`src/rtl/uart_rx_fsm.sv`:
```
// UART receiver: 2-flop synchronizer, glitch-qualified start bit,
// mid-bit sampling, optional parity, valid/ack holding register with error flags.
module uart_rx_fsm #(
  parameter int OVERSAMPLE = 16,
  parameter int DATA_BITS  = 8,
  parameter int PARITY_EN  = 1,
  parameter int PARITY_ODD = 0
) (
  input  logic                 fast_baud_clk,
  input  logic                 reset,
  input  logic                 rx_serial,
  input  logic                 rx_ack,
  output logic [DATA_BITS-1:0] rx_data,
  output logic                 rx_valid,
  output logic                 parity_err,
  output logic                 frame_err,
  output logic                 overrun_err,
  output logic                 rx_busy
);

  localparam int CW = $clog2(OVERSAMPLE);
  localparam int BW = $clog2(DATA_BITS + 1);

  typedef enum logic [2:0] {IDLE, START, DATA, PARITY, STOP} state_t;

  state_t               state, state_next;
  logic [1:0]           sync;
  logic                 rx_s;
  logic                 armed;
  logic [CW-1:0]        cnt;
  logic [BW-1:0]        bit_idx;
  logic [DATA_BITS-1:0] shift;
  logic                 perr;
  logic                 sample;
  logic                 deliver;

  assign rx_s = sync[1];

  // State register
  always_ff @(posedge fast_baud_clk) begin
    if (reset) state <= IDLE;
    else       state <= state_next;
  end

  // Next-state logic
  always_comb begin
    state_next = state;
    unique case (state)
      IDLE:   if (armed && !rx_s) state_next = START;
      START:  if (sample) state_next = rx_s ? IDLE : DATA;
      DATA:   if (sample && bit_idx == BW'(DATA_BITS - 1))
                state_next = (PARITY_EN != 0) ? PARITY : STOP;
      PARITY: if (sample) state_next = STOP;
      STOP:   if (sample) state_next = IDLE;
      default: state_next = IDLE;
    endcase
  end

  // Output / strobe logic: sample point is mid start bit, then one bit period apart
  always_comb begin
    rx_busy = (state != IDLE);
    sample  = 1'b0;
    unique case (state)
      IDLE:    sample = 1'b0;
      START:   sample = (cnt == CW'(OVERSAMPLE / 2 - 1));
      default: sample = (cnt == CW'(OVERSAMPLE - 1));
    endcase
    deliver = (state == STOP) && sample;
  end

  // Synchronizer, counters, shift register, holding register and handshake
  always_ff @(posedge fast_baud_clk) begin
    if (reset) begin
      sync        <= '1;
      armed       <= 1'b0;
      cnt         <= '0;
      bit_idx     <= '0;
      shift       <= '0;
      perr        <= 1'b0;
      rx_data     <= '0;
      rx_valid    <= 1'b0;
      parity_err  <= 1'b0;
      frame_err   <= 1'b0;
      overrun_err <= 1'b0;
    end else begin
      sync  <= {sync[0], rx_serial};
      // armed only in IDLE with the line high; leaving IDLE requires rx_s = 0
      armed <= (state == IDLE) && rx_s;
      cnt   <= (state == IDLE || sample) ? '0 : cnt + CW'(1);

      if (state == START && sample) begin
        bit_idx <= '0;
        perr    <= 1'b0;
      end
      if (state == DATA && sample) begin
        shift[bit_idx] <= rx_s;
        bit_idx        <= bit_idx + BW'(1);
      end
      if (state == PARITY && sample)
        perr <= (^shift) ^ rx_s ^ (PARITY_ODD != 0);

      if (deliver) begin
        rx_data     <= shift;
        rx_valid    <= 1'b1;
        parity_err  <= (PARITY_EN != 0) ? perr : 1'b0;
        frame_err   <= !rx_s;
        overrun_err <= rx_valid && !rx_ack;
      end else if (rx_ack && rx_valid) begin
        rx_valid    <= 1'b0;
        parity_err  <= 1'b0;
        frame_err   <= 1'b0;
        overrun_err <= 1'b0;
      end
    end
  end

endmodule

```
`config.mk`:
```
export PLATFORM = sky130hd
export DESIGN_NAME = uart_rx_fsm
export DESIGN_NICKNAME = d
export VERILOG_FILES = /design/src/rtl/uart_rx_fsm.sv
export SDC_FILE = /design/constraint.sdc
export NUM_CORES = 1
export LEC_CHECK = 0
export CAP_MARGIN = 20
export CORE_MARGIN = 2
export CORE_UTILIZATION = 25
export DETAILED_ROUTE_END_ITERATION = 6
export HOLD_SLACK_MARGIN = 0.15
export PLACE_DENSITY = 0.38
export SYNTH_ARGS = -nofsm -noshare
export SYNTH_HDL_FRONTEND = slang
export SYNTH_SLANG_ARGS = --single-unit
```
`constraint.sdc`:
```
create_clock -name fast_baud_clk -period 2 [get_ports fast_baud_clk]
set_input_delay 0.4 -clock fast_baud_clk [delete_from_list [all_inputs] [get_ports fast_baud_clk]]
set_output_delay 0.4 -clock fast_baud_clk [all_outputs]
set_load 0.02 [all_outputs]
```
After elaboration in Yosys (flattened, before gate mapping)
Index checks and enable logic that the tools add are counted.
{"block": "op_classes", "reduce_logical": 21, "n_bitwise": 1, "order_cmp": 2, "addsub": 2, "n_eq_ne": 12, "mux": 20}
{"operator": "3-bit 2-to-1 mux", "count": 5}
{"operator": "3-bit one-hot mux with 5 select lines", "count": 1}
{"operator": "1-bit logical AND", "count": 10}
{"operator": "2-bit != test (second input constant)", "count": 5}
{"operator": "4-bit by 1-bit adder with 4-bit output (second input constant)", "count": 2}
{"operator": "8-bit bitwise mux", "count": 1}
{"operator": "4-bit by 3-bit == test with 1-bit output (second input constant)", "count": 2}
{"operator": "1-bit 2-to-1 mux", "count": 8}
{"operator": "4-bit 2-to-1 mux", "count": 2}
{"operator": "8-bit parity", "count": 1}
{"operator": "3-bit by 2-bit == test with 1-bit output (second input constant)", "count": 2}
{"operator": "2-bit nonzero test", "count": 3}
{"operator": "5-bit AND reduction", "count": 1}
{"operator": "4-bit == test (second input constant)", "count": 1}
{"operator": "4-bit by 1-bit >= comparator with 1-bit output (second input constant)", "count": 1}
{"operator": "4-bit less-than comparator (second input constant)", "count": 1}
{"operator": "1-bit demux with 3-bit select", "count": 1}
{"operator": "3-bit by 1-bit == test with 1-bit output (second input constant)", "count": 1}
{"operator": "3-bit == test (second input constant)", "count": 1}
{"operator": "3-bit zero test", "count": 1}
{"operator": "3-bit nonzero test", "count": 1}
{"operator": "1-bit zero test", "count": 2}
{"operator": "2-bit 2-to-1 mux", "count": 1}
{"operator": "1-bit one-hot mux with 2 select lines", "count": 1}
{"operator": "3 further kinds", "count": 3}
{"block": "word_totals", "elab_cells": 70, "in_bits": 4, "out_inout_bits": 13, "regBits": 35}

Logic depth before layout (Yosys ltp)
{"block": "depth", "ltp_word": 5, "mapped_depth": 8, "mapped_depth_nobuf": 5}

Least setup slack after synthesis
No wires, ideal clock.
{"block": "synth_path", "kind": "flip-flop to flip-flop", "startpoint": "reg cnt[0]", "endpoint": "reg overrun_err", "path_slack_ns": 0.444, "setup_ns": 0.086, "n_path_buf": 3, "arrival_ns": 1.470, "stages_incl_launch_ff": 9, "period_less_slack_ns": 1.556, "path_cell_list": "dfxtp_1 > ha_1 > buf_6 > and4b_1 > buf_6 > and3_4 > buf_8 > nand2_4 > a221oi_2"}
{"block": "synth_via", "elab_chain_len": 4, "word_cells_on_any_way": 6}
{"element": "from (decl)", "line_no": "30", "text": "logic [CW-1:0] cnt;"}
{"element": "from (signal assigned)", "line_no": "89", "text": "cnt <= (state == IDLE || sample) ? '0 : cnt + CW'(1);"}
{"element": "4-bit == test or 4-bit by 3-bit == test with 1-bit output (tied branches)", "line_no": "66, 65"}
{"element": "1-bit one-hot mux with 2 select lines (*)", "line_no": "63", "text": "unique case (state)"}
{"element": "1-bit logical AND (*)", "line_no": "68", "text": "deliver = (state == STOP) && sample;"}
{"element": "1-bit 2-to-1 mux or 2-bit nonzero test (tied branches)"}
{"element": "to (signal assigned)", "line_no": "107", "text": "overrun_err <= rx_valid && !rx_ack;"}
{"element": "to (decl)", "line_no": "17", "text": "output logic overrun_err,"}
Every way passes the cells marked *; elsewhere a longest branch is shown, timed or not.
A chain may end at the register's enable or synchronous reset.

Worst setup path in the final report
{"block": "layout_path", "startpoint": "reg state[0]", "endpoint": "out rx_busy"}
{"block": "layout_via", "elab_chain_len": 1}
{"element": "from (decl)", "line_no": "26", "text": "state_t state, state_next;"}
{"element": "from (signal assigned)", "line_no": "42", "text": "else state <= state_next;"}
{"element": "3-bit nonzero test", "line_no": "61", "text": "rx_busy = (state != IDLE);"}
{"element": "to (decl)", "line_no": "18", "text": "output logic rx_busy"}
Every way passes these cells.

==> impl_metrics.toml <==
[hold_path]
min_path_type = "reg -> reg"

[timing]
max_slew.worst_pin.slew_ns = 0.563
slew_headroom_pct = 62.0
min_period_ns = 1.90
drv_slew = 0
fin_skew_ns = 0.00460
setup_viol = 0
fin_crit_sh_pct = 94.9
rsz0062_at_grt = "no"
tns_ns = 0
hold_viol = 0
fmax_ghz = 0.527

[yosys]
synth-edff-count = 0
synthCells = 195
avgSynthCellArea_um2 = 8.77
synth_top_family_by_area = "simple AND/OR/NAND/NOR gates"
synth_most_common_cell = "dfxtp_1"
synthMuxAreaShare_pct = 4.68
synth-async-reset-ratio_pct = 0
synth.distinct_cells = 43
synth.top_cell.area_share_pct = 41.0
yosys_warnings = 0
ys_top_cells_by_area = "dfxtp_1 41%, a21oi_1 5.0%, mux2i_1 4.7%, nor2_1 4.6%, nand2_1 4.4%"
synth_fa_ha_area_share_pct = 2.19
synth_compound_area_share_pct = 12.5
ys_seq_area_share_pct = 41.0
yosysTopAreaCell = "dfxtp_1"
synth_ff_type = "dfxtp_1"
ys_ff_latch = 35
synth.net_count = 202
synth-xor-area-share_pct = 6.44
syn_area_mm2 = 0.00171
synth-simple-area-share_pct = 26.0
synth_common_cells = "35 x dfxtp_1, 21 x nor2_1, 20 x nand2_1, 17 x a21oi_1, 13 x nand3_1"

[critical_path]
critical_path.max_fanout = 7
worstPathRequired_ns = 1.60
setup.worst_path.start_class = "register"
crit_arrival_ns = 1.50
endpoint_kind = "output pin"
critPathKind = "reg -> out"

[floorplan]
floorplan.initialDensity_pct = 25.5
dieWidth_um = 86.7
row_count = 30
io_pins = 17
core_mm2 = 0.00672
die_h_um = 86.7
die_area_mm2 = 0.00752

[placement]
place.port_buffers = 16
placed_cell_area_mm2 = 0.00193
hpwlAfterDp_um = 2640
dp.cells = 286
routabilityCongestion = 0.834

[grt]
grt_overflow = 0
grt_pass1_wl_um = 6310
grt_pass1_vias = 1276
grt_use_total_pct = 10.6
grt_antenna_before_repair = 0
grt_start_max_net_pins = 21

[clocking]
cts.path.max_buffers = 2
clk_pin_slew_ns = 0.07
ctsHoldBuffers = 0
htree_levels = 2
numCtsBuffers = 5
clock-sinks = 35
cts_tree = "built"
cts_root_buffer = "clkbuf_8"
insertion_delay_ns = 0.28

[finish]
design_area_mm2 = 0.00203
num-nets-final = 220
final_layout_size_suffix_gt1_share_pct = 10.8
antenna_cells = 0
syn_to_final_growth_pct = 18.4
layout.cells.non_filler = 293

[power_and_ir_drop]
power.total_w = 0.00127
ir_drop_mv = 0.226
power_density_mw_per_mm2 = 625
power_leakage_nw = 0.754

[status]
status = "finished, final reports clean"

[route]
dr.pass1.iters = 4
drc = 0
drtIter0Drc = 57
antenna_left = 0
vias = 1328
via_per_inst = 4.53
wirelength_um = 3640
wire_per_inst_um = 12.4

[run]
cap_violations = 0
layout make-up:
| class | instances | area [µm²] |
|---|---|---|
| flip-flops and latches | 35 | 701 |
| clock inverters | 1 | 5.00 |
| repair buffers | 25 | 228 |
| multi-input cells | 141 | 891 |
| inverters | 5 | 18.8 |
| fillers | 704 | 4690 |
| well taps | 80 | 100 |
| clock buffers | 6 | 82.6 |
through the flow:
stage	hold slack, ns	util [%]	worst slack (ns)
final	0.416	30.1	0.102
after CTS	0.420	30.1	0.0850
after detailed placement	0.400	28.8	0.296
after global routing	0.448	30.1	0.0295
after global placement	0.414	28.8	0.292
after floorplan	0.389	-	0.444
metal layers:
layer / vias up / global-route usage [%] / share of wire [%]
met4: 0 / 4.40 / 2.0
met1: 593 / 14.0 / 51
met5: - / 0 / 0
li1: 707 / - / -
met3: 5 / 3.05 / 2.6
met2: 23 / 16.3 / 44
cell usage in the layout, fill, tap and decap left out, drive strengths merged, types with 4 or more instances in the layout:
cell           instances
dfxtp                 35
nor2                  21
nand2                 21
a21oi                 17
clkdlybuf4s50         16
nand3                 13
buf                    9
mux2i                  8
xnor2                  7
clkbuf                 6
nor3                   6
inv                    5
nand2b                 4
kinds of logic after synthesis:
| group | count (synthesis) |
|---|---|
| muxes | 8 |
| xor gates and xnor gates | 11 |
| DFF | 35 |
| AOI/OAI and AO/OA | 33 |
| buffers and inverters | 19 |
| adders and majority gates | 3 |
| and+or+nand+nor | 86 |
registers in the layout, indices dropped and copies added (netlist names):
register,count
cnt,4
shift,8
bit_idx,4
parity_err,1
rx_data,8
perr,1
overrun_err,1
sync,2
rx_valid,1
armed,1
state,3
frame_err,1
critical path, stage by stage (launching register included):
cell and delay [ns]:
dfxtp_1 0.46, nor3_2 0.09, inv_1 0.07, clkdlybuf4s50_1 0.59
power by group:
group | total, W | leakage [nW] | internal, W | switching [W]
Sequential | 0.000704 | 0.283 | 0.000701 | 0.00000306
Clock | 0.000516 | 0.0470 | 0.000270 | 0.000246
Combinational | 0.0000447 | 0.425 | 0.0000209 | 0.0000238
Total | 0.00127 | 0.754 | 0.000992 | 0.000273
repair_timing:
item	4_1_cts	5_1_grt
gates resized for setup	1	0
buffers inserted	0	0
endpoints found under the setup margin	1	0
final timing paths:
kind             from          to  slack [ns]  cells after the start
max          state[0]     rx_busy        0.10                      3
min           sync[0]     sync[1]        0.42                      1
max reg2reg    cnt[0]  rx_data[5]        0.32                      6
min reg2reg   sync[0]     sync[1]        0.42                      1
No activity file was read; power rests on OpenSTA's default activity.
==> RTL edit 1: new RTL, same flow settings <==
`OVERSAMPLE`: 16 -> 64.
--- a/src/rtl/uart_rx_fsm.sv
+++ b/src/rtl/uart_rx_fsm.sv
@@ -1,7 +1,7 @@
 // UART receiver: 2-flop synchronizer, glitch-qualified start bit,
 // mid-bit sampling, optional parity, valid/ack holding register with error flags.
 module uart_rx_fsm #(
-  parameter int OVERSAMPLE = 16,
+  parameter int OVERSAMPLE = 64,
   parameter int DATA_BITS  = 8,
   parameter int PARITY_EN  = 1,
   parameter int PARITY_ODD = 0
Check against the original RTL: no difference found for any inputs over 10 cycles, from zero or initial values and one cycle with reset high; that may be too few to reach the edited logic, so the function may still have changed.
==> RTL edit 1 against the original RTL <==
Area after synthesis grew 5.6%. Register-to-register slack lost 80 ps. Total power grew 20%. Cell count grew 8.9%. Routed wire length grew 6.3%. Non-clock buffer count is the same. Worst setup slack gained 21 ps. Sequential cell count grew 2. Design area grew 9.1%. Critical endpoint unchanged.
==> RTL edit 1: results (changes against the original RTL) <==
metric	value	unit	change
grt_pass1_vias	1314		was 1,276
routed_wl	3871	um	was 3641 um
critPathMaxFanout	4		was 7
arrival	1480	ps	was 1500 ps
muxShareOfSynthArea	8.870	%	was 4.682%
grt_max_degree	22		was 21
grt_pass1_wl	6596	um	was 6313 um
vias	1380		was 1,328
p_leak	0.8667	nW	was 0.7544 nW
hold_start	sync[0]		unchanged
async_flop_share	0	%	unchanged
syn_nets	208		was 202
fill_cells	752		was 704
synth_compound_area_share	9.148	%	was 12.51%
clk_pin_slew_worst_paths	80	ps	
drt-pass1-iter-count	4		unchanged
yosysSeqAreaShare	41.03	%	was 40.97%
port_buffers	16		unchanged
reg2reg_slack	240	ps	was 320 ps
synth_commonest_cells	dfxtp_1, nor2_1, mux2i_1, nand2_1, a21oi_1		was dfxtp_1, nor2_1, nand2_1, a21oi_1, nand3_1
syn_area_per_cell	8.982	um^2	was 8.771 um^2
via_per_inst	4.326		was 4.532
cts_buffer_depth	2		unchanged
yosys_warnings	0		unchanged
finalHoldViolCount	0		unchanged
gp_congestion	0.7524		was 0.8339
die_w	88.98	um	was 86.72 um
root_buffer	clkbuf_8		unchanged
cts_setup_buffers	0		unchanged
critPathLaunch	state[2]		was state[0]
hold_depth	1		unchanged
dp.cells	311		was 286
yosysUniqueCellTypes	45		was 43
drtIter0Drc	45		was 57
reg_top3	rx_data (8), shift (8), cnt (6)		was rx_data (8), shift (8)
finalClockSkew	8.541	ps	was 4.603 ps
numCtsBuffers	5		unchanged
grt_util_all_layers	10.89	%	was 10.64%
drive_above_1_share	13.00	%	was 10.80%
htree_levels	2		unchanged
synthAdderAreaFrac	2.079	%	was 2.195%
final_nets	229		was 220
timing.rr.start	cnt[0]		unchanged
antenna_found_initial	0		unchanged
ys.flop_type	dfxtp_1		unchanged
synth_area_leaders	dfxtp_1, mux2i_1, nor2_1, xnor2_1, a21oi_1		was dfxtp_1, a21oi_1, mux2i_1, nor2_1, nand2_1
synthXorXnorAreaFrac	7.069	%	was 6.437%
hold_path_class	flip-flop to flip-flop		unchanged
antennaDiodeCount	0		unchanged
clock_latency	300	ps	was 280 ps
reg2reg_depth	6		unchanged
dp_hpwl	2727	um	was 2636 um
peakVddDrop	304.2	uV	was 225.6 uV
worst_pin_slew	493.4	ps	was 563.0 ps
status	finished, final reports clean		unchanged
## RTL edit 1: cell types whose count changed after synthesis, moves of 3 or more
cell     before  now
nand3_1      13    9
nand2_1      20   14
mux2i_1       8   16
o21ai_0       2    6
nor3_1        6    3
nor2_1       21   34
buf_6         5    1
a21oi_1      17   12
## RTL edit 1: final cells by class
class,instances,share of cell area (%)
multi-input combinational,148,44.51
inverter,5,0.8494
timing repair buffer,25,10.25
clock inverter,2,1.699
sequential,37,33.52
tap,96,5.436
clock buffer,6,3.737
## RTL edit 1: power by group
group	leakage [nW]	total, mW	switching, mW	internal [mW]
Clock	0.0574	0.694	0.289	0.406
Sequential	0.299	0.746	0.00330	0.743
Combinational	0.510	0.0751	0.0421	0.0330
Total	0.867	1.52	0.334	1.18
## RTL edit 1: final timing paths
check | end
worst max-delay path | rx_busy
worst min-delay path | sync[1]
worst min register to register | sync[1]
worst max register to register | state[1]
## RTL edit 1: critical path: stages, from the launching register on
cell,delay (ps)
dfxtp_1,310
or3_2,520
dlygate4sd2_1,350
## RTL edit 1: stage by stage
stage / hold slack, ps / instance area (um^2) / power, mW / util (%) / setup slack [ps]
finish: 416.5 / 2210 / 1.515 / 31.99 / 122.9
global route: 441.7 / 2210 / 1.577 / 31.99 / 47.26
CTS: 419.9 / 2210 / 1.536 / 31.99 / 108.6
detailed placement: 397.5 / 2091 / 0.8405 / 30.27 / 209.3
global placement: 397.4 / 2091 / 0.8422 / 30.27 / 219.1
floorplan: 389.5 / 1805 / 0.8138 / - / 323.1
## RTL edit 1: repair_timing
item,in CTS,in global routing
hold buffers,0,0
resized for setup,1,0
setup endpoints to repair,1,0
## RTL edit 1: cells by family (layout without fill, tap and decap cells)
group / after synthesis / count (layout)
mux: 16 / 16
simple gates: 89 / 89
compound gates: 27 / 27
xor+xnor: 13 / 13
flops: 37 / 37
buf+inv: 16 / 38
fa+ha+maj: 3 / 3
## RTL edit 1: routing by layer
layer  track usage [%]  wire length [um]  part of all wire, %  vias up
met1             15.32              2044                   53      622
met5                 0                 0                    0        -
li1                  -                 -                    -      733
met4             4.478                64                  1.7        0
met2             15.81              1628                   42       18
met3             2.862               134                  3.5        7
==> RTL edit 2: new RTL, same flow settings <==
Made on the original files. Re-encode `state_t` (5 states) as one-hot, 5 bits wide.
--- a/src/rtl/uart_rx_fsm.sv
+++ b/src/rtl/uart_rx_fsm.sv
@@ -21,7 +21,7 @@
   localparam int CW = $clog2(OVERSAMPLE);
   localparam int BW = $clog2(DATA_BITS + 1);
 
-  typedef enum logic [2:0] {IDLE, START, DATA, PARITY, STOP} state_t;
+  typedef enum logic [4:0] {IDLE = 5'b00001, START = 5'b00010, DATA = 5'b00100, PARITY = 5'b01000, STOP = 5'b10000} state_t;
 
   state_t               state, state_next;
   logic [1:0]           sync;
Check against the original RTL: same outputs for any inputs over 10 cycles, from zero or initial values and one cycle with reset high; not proved beyond that.
==> RTL edit 2 against the original RTL <==
Design area rose by 7.2%. Worst setup slack better by 36 ps. Core utilization rose by 1.8 points. Routed wire length is 5.6% higher. Area after synthesis is 3.1% higher. Sequential cell count rose by 2. Critical path type unchanged.
Power is not compared: it rests on default switching activity, and its combinational part moved more than twofold at a synthesized area within 25%.
==> RTL edit 2: results (changes against the original RTL) <==
metric	value	unit	change
status	finished, final reports clean		unchanged
syn_inst	203		was 195
reg2reg_to	state[1]		was rx_data[5]
finalClockSkew	10.59	ps	was 4.603 ps
drive_above_1_share	14.91	%	was 10.80%
muxShareOfSynthArea	5.177	%	was 4.682%
reg2reg_slack	180	ps	was 320 ps
cp_slowest_stage_delay	340	ps	was 590 ps
synth_commonest_cells	dfxtp_1, nand2_1, nor2_1, a21oi_1, nand2b_1		was dfxtp_1, nor2_1, nand2_1, a21oi_1, nand3_1
timing.rr.start	state[3]		was cnt[0]
syn_nets	210		was 202
drtIter0Drc	66		was 57
via_per_inst	4.377		was 4.532
grt_max_degree	16		was 21
grt_pass1_vias	1428		was 1,276
critPathMaxFanout	4		was 7
synthAdderAreaFrac	2.128	%	was 2.195%
wl_per_cell	11.87	um	was 12.43 um
multi_input_area_share	43.69	%	was 43.98%
non_clock_buffer_count	29		was 25
final_nets	234		was 220
multiInputGateArea	948.4	um^2	was 890.9 um^2
fill_cells	727		was 704
grt_pass1_wl	6865	um	was 6313 um
fin_cells	324		was 293
synth_compound_area_share	11.84	%	was 12.51%
placed_area	2086	um^2	was 1933 um^2
synth_area_leaders	dfxtp_1, nand2_1, nor2_1, a21oi_1, mux2i_1		was dfxtp_1, a21oi_1, mux2i_1, nor2_1, nand2_1
cpLargestDelayFamily	simple AND/OR/NAND/NOR gates		was buffers and inverters
area_share_nonclk_buffers	11.82	%	was 11.24%
arrival	1460	ps	was 1500 ps
multi_input_cells	149		was 141
synthXorXnorAreaFrac	6.241	%	was 6.437%
yosysUniqueCellTypes	47		was 43
dp_hpwl	2879	um	was 2636 um
==> RTL edit 2: changes by cell type after synthesis, sizes merged, moves of 3 or more <==
cell	change
and3	+3
nand2b	+7
buf	-5
o21ai	+4
nand3	-7
a221oi	-3
clkbuf	+3
==> RTL edit 2: timing repair <==
item / CTS / global route
endpoints found under the setup margin: 1 / 0
resized for setup: 1 / 0
hold buffers: 0 / 0
==> RTL edit 2: metrics by stage <==
| step | power (mW) | hold WS, ps | setup slack (ps) |
|---|---|---|---|
| after floorplan | 1.076 | 389.5 | 351.8 |
| after global placement | 1.219 | 414.2 | 175.0 |
| after detailed placement | 1.209 | 399.7 | 189.1 |
| after CTS | 1.729 | 434.1 | 136.1 |
| after global routing | 1.815 | 458.5 | 48.94 |
| final | 1.701 | 426.0 | 137.2 |
==> RTL edit 2: layer usage <==
metal	vias to the layer above	wire, um	global-route usage [%]
met3	6	98	2.262
met1	657	1943	15.19
met2	19	1736	17.77
met4	0	67	5.874
met5	-	0	0
li1	736	-	-
